[src/rtl/tiny_alu_driver.sv]
// rtl/tiny_alu_driver.sv - command/response front end for a fixed-latency tiny ALU
// Optional result self-check: TINY_ALU_DRV_CHECK_EN.
module tiny_alu_driver #(
    parameter int ALU_LAT = 2,
    parameter int CNT_W   = 8
) (
    input  logic             clk,
    input  logic             rst_n,
    input  logic             cmd_valid,
    output logic             cmd_ready,
    input  logic             cmd_op,
    input  logic [3:0]       cmd_a,
    input  logic [3:0]       cmd_b,
    output logic             alu_op,
    output logic [3:0]       alu_a,
    output logic [3:0]       alu_b,
    input  logic [3:0]       alu_y,
    output logic             rsp_valid,
    input  logic             rsp_ready,
    output logic [3:0]       rsp_y,
    output logic             rsp_err,
    output logic [CNT_W-1:0] txn_count
);

    typedef enum logic [1:0] {S_IDLE, S_WAIT, S_RESP} state_t;

    localparam logic [3:0]       LAT     = 4'(ALU_LAT);
    localparam logic [CNT_W-1:0] CNT_ONE = CNT_W'(1);

    state_t           state_q, state_d;
    logic [3:0]       wcnt_q, wcnt_d;
    logic             alu_op_q, alu_op_d;
    logic [3:0]       alu_a_q, alu_a_d;
    logic [3:0]       alu_b_q, alu_b_d;
    logic             rsp_valid_q, rsp_valid_d;
    logic [3:0]       rsp_y_q, rsp_y_d;
    logic [CNT_W-1:0] txn_q, txn_d;
    logic             accept;
    logic             capture;

    always_ff @(posedge clk or negedge rst_n) begin
        if (!rst_n) begin
            state_q     <= S_IDLE;
            wcnt_q      <= '0;
            alu_op_q    <= 1'b0;
            alu_a_q     <= '0;
            alu_b_q     <= '0;
            rsp_valid_q <= 1'b0;
            rsp_y_q     <= '0;
            txn_q       <= '0;
        end else begin
            state_q     <= state_d;
            wcnt_q      <= wcnt_d;
            alu_op_q    <= alu_op_d;
            alu_a_q     <= alu_a_d;
            alu_b_q     <= alu_b_d;
            rsp_valid_q <= rsp_valid_d;
            rsp_y_q     <= rsp_y_d;
            txn_q       <= txn_d;
        end
    end

    // Operands are only loaded on accept so the ALU sees them stable across WAIT.
    always_comb begin
        state_d     = state_q;
        wcnt_d      = wcnt_q;
        alu_op_d    = alu_op_q;
        alu_a_d     = alu_a_q;
        alu_b_d     = alu_b_q;
        rsp_valid_d = rsp_valid_q;
        rsp_y_d     = rsp_y_q;
        txn_d       = txn_q;
        accept      = 1'b0;
        capture     = 1'b0;
        case (state_q)
            S_IDLE: begin
                if (cmd_valid && cmd_ready) begin
                    accept   = 1'b1;
                    alu_op_d = cmd_op;
                    alu_a_d  = cmd_a;
                    alu_b_d  = cmd_b;
                    wcnt_d   = '0;
                    state_d  = S_WAIT;
                end
            end
            S_WAIT: begin
                wcnt_d = wcnt_q + 4'd1;
                if (wcnt_q == LAT) begin
                    capture     = 1'b1;
                    rsp_y_d     = alu_y;
                    rsp_valid_d = 1'b1;
                    state_d     = S_RESP;
                end
            end
            S_RESP: begin
                if (rsp_ready) begin
                    rsp_valid_d = 1'b0;
                    txn_d       = txn_q + CNT_ONE;
                    state_d     = S_IDLE;
                end
            end
            default: state_d = S_IDLE;
        endcase
    end

    always_comb begin
        cmd_ready = (state_q == S_IDLE) && rst_n;
        alu_op    = alu_op_q;
        alu_a     = alu_a_q;
        alu_b     = alu_b_q;
        rsp_valid = rsp_valid_q;
        rsp_y     = rsp_y_q;
        txn_count = txn_q;
    end

`ifdef TINY_ALU_DRV_CHECK_EN
    logic [3:0] exp_q, exp_d;
    logic       err_q, err_d;

    always_ff @(posedge clk or negedge rst_n) begin
        if (!rst_n) begin
            exp_q <= '0;
            err_q <= 1'b0;
        end else begin
            exp_q <= exp_d;
            err_q <= err_d;
        end
    end

    always_comb begin
        exp_d = exp_q;
        err_d = err_q;
        if (accept) begin
            exp_d = cmd_op ? (cmd_a & cmd_b) : (cmd_a ^ cmd_b);
        end
        if (capture) begin
            err_d = (alu_y != exp_q);
        end
    end

    assign rsp_err = err_q;
`else
    logic unused_hooks;
    assign unused_hooks = accept ^ capture;
    assign rsp_err      = 1'b0;
`endif

endmodule

[config.mk]
export PLATFORM = sky130hd
export DESIGN_NAME = tiny_alu_driver
export DESIGN_NICKNAME = d
export VERILOG_FILES = /design/src/rtl/tiny_alu_driver.sv
export SDC_FILE = /design/constraint.sdc
export NUM_CORES = 1
export LEC_CHECK = 0
export CORE_MARGIN = 2
export CORE_UTILIZATION = 44
export CTS_CLUSTER_SIZE = 30
export DETAILED_ROUTE_END_ITERATION = 16
export PLACE_DENSITY = 0.78
export REMOVE_ABC_BUFFERS = 1
export SLEW_MARGIN = 20
export SYNTH_ARGS = -nofsm -noshare
export SYNTH_HDL_FRONTEND = slang
export SYNTH_SLANG_ARGS = --single-unit
[constraint.sdc]
create_clock -name clk -period 1.79 [get_ports clk]
set_clock_uncertainty 0.2 [all_clocks]
set_input_delay 0.358 -clock clk [delete_from_list [all_inputs] [get_ports clk]]
set_output_delay 0.358 -clock clk [all_outputs]
set_load 0.03 [all_outputs]
==> flow_summary.yaml <==
power_and_ir_drop:
  leakage_nw: 0.844
  max-vdd-ir-drop_mv: 1.11
  power.total_mw: 2.62
  p_per_area_nw_per_um2: 1560
drt:
  dr_total_vias: 850
  wl_per_cell_um: 13.4
  vias_per_cell: 4.94
  routed_wl_um: 2310
  drc: 0
  ant_nets: 0
  first_pass_iters: 4
  drt_iter0_drc: 10
floorplanning:
  core_area_sq_um: 2520
  start_util: 0.474
  fp.dieH_um: 56.1
  dieArea_sq_um: 3150
  rows: 18
  pin_count: 41
  die_w_um: 56.1
sta:
  period_share: 0.968
  fin_crit_ps: 1730
  hold_viol: 28
  timing.fmax_mhz: 577
  setup_violations: 0
  holdWs_ps: -12.6
  layout_setup_ws_ps: 57.4
  finalSetupTns_ps: 0
  slew_viol_final: 0
worst_hold_path:
  hold_path_class: "in -> async"
synth:
  yosysWarningCount: 0
  ys_ff_latch: 28
  synthCells: 93
  ys_types: 26
  seq_area_frac_synth: 0.586
  syn_area_per_cell_sq_um: 12.9
  syn-cell-area_sq_um: 1200
clock_network:
  clock_latency_ps: 330
  root_buffer: "clkbuf_4"
  cts_tree: "done"
  htreeDepth: 1
  cts_buffer_depth: 2
  cts.sink_count: 28
  cts_made_buffers: 3
  clk_pin_slew_ps: 140
layout:
  nNetsFinal: 164
  num-fill-cells: 212
  areaGrowthSynthToFinish_pct: 40.5
  final_core_util: 0.666
  layout_commonest_cell: "dfrtp_1"
  finalNonFillerCells: 172
  final_cell_mix: "dfrtp_1, dlygate4sd2_1, clkdlybuf4s50_1"
  drive_gt1_frac: 0.225
  antenna_cells: 0
run:
  max_cap_viol_count: 0
status:
  violations: "hold timing"
  status: "finished, violations left"
placement:
  place_inst: 164
  io_buffers: 39
  gp_congestion: 0.775
  dp_slack_ps: -118
  dp_hpwl_um: 1670
worst_setup_path:
  critPathKind: "reg -> out"
  worstPathRequired_ps: 1230
  crit_fanout: 4
  crit_path_end_kind: "output pin"
  start_kind: "flop"
  r2r_setup_slack_ps: 100
  r2r-start: "state_q[0]"
  arrival_ps: 1170
  r2r_end: "txn_count[7]"
  r2r_cells: 4
grt:
  grt_pass1_wl_um: 3950
  grt_pass1_vias: 931
  antenna_found_initial: 0
  overflow: 0
  grt_max_degree: 29
  track_usage: 0.158
-- state kept, by name, indices dropped and copies added, names as in the netlist --
name       cells
alu_a          4
alu_b          4
alu_op         1
rsp_valid      1
rsp_y          4
state_q        2
txn_count      8
wcnt_q         4
-- power breakdown --
group / total, mW / internal (mW) / switching, mW
Sequential: 1.05 / 0.881 / 0.166
Combinational: 1.31 / 0.580 / 0.729
Clock: 0.259 / 0.0792 / 0.179
-- synthesized netlist by cell type (all sizes together) --
library cell,count,share of area
inv,1,0.0031
or2b,1,0.0063
buf,2,0.016
nand2b,2,0.010
and3b,1,0.0073
mux2,13,0.12
xnor2,3,0.022
dfrtp,28,0.59
nor3b,2,0.013
o22ai,1,0.0052
mux2i,1,0.0084
nand4,1,0.0052
ha,3,0.031
nand2,13,0.041
o21bai,1,0.0063
and2b,1,0.0063
and4bb,1,0.014
o21ai,1,0.0042
nor3,2,0.0084
nor4,1,0.0052
nand3b,2,0.013
nand4b,1,0.0073
conb,1,0.0031
xor2,6,0.044
nor2,4,0.013
-- routing by layer --
metal,vias up,GRT usage,part of all wire
li1,410,-,-
met5,-,0,0
met3,3,0.0326,0.054
met2,29,0.269,0.50
met4,0,0.0646,0.014
met1,408,0.195,0.43
-- final cells by class --
type                       count  area [sq um]  share of cell area
clock buffer                   3          22.5              0.0134
inverter                       1          3.75             0.00223
multi-input combinational     62           485               0.289
sequential                    28           703               0.418
tap                           30          37.5              0.0223
timing repair buffer          48           428               0.255
-- critical path, cell delays in order (launching register included) --
cell     delay, ps
dfrtp_2        460
nor3b_2        190
buf_4          190
-- cells by family (layout without fill, tap and decap cells) --
| kind of cell | count (synthesis) | count (layout) | share of synthesized area |
|---|---|---|---|
| xor+xnor | 9 | 9 | 0.0659 |
| mux | 14 | 14 | 0.131 |
| simple gates | 32 | 32 | 0.149 |
| fa+ha+maj | 3 | 3 | 0.0314 |
| buf+inv | 3 | 52 | 0.0188 |
| other cells | 1 | 1 | 0.00314 |
| compound gates | 3 | 3 | 0.0157 |
| flops | 28 | 28 | 0.586 |
-- how the worst max path moves through the flow --
stage | slack [ps] | start | to | cells past startpoint
after global routing | -5 | state_q[1] | cmd_ready | 2
final | 60 | state_q[0] | cmd_ready | 2
after CTS | 10 | state_q[1] | cmd_ready | 2
after floorplan | 50 | state_q[0] | cmd_ready | 1
after global placement | -90 | rst_n | alu_b[3] | 3
after detailed placement | -120 | rst_n | alu_b[2] | 3
-- repair_timing --
item / 4_1_cts / 5_1_grt
hold buffers: 0 / 0
endpoints found under the hold margin: 0 / 0
endpoints found under the setup margin: 23 / 6
gates resized for setup: 25 / 5
buffers inserted: 0 / 5
-- per-stage QoR --
| step | hold WS (ps) | cell area [sq um] |
|---|---|---|
| finish | -12.6 | 1680 |
| global route | 28.0 | 1680 |
| CTS | 7.03 | 1630 |
| detailed placement | 274 | 1630 |
| global placement | 257 | 1630 |
| floorplan | -138 | 1180 |
Power figures use the tool's default switching activity.
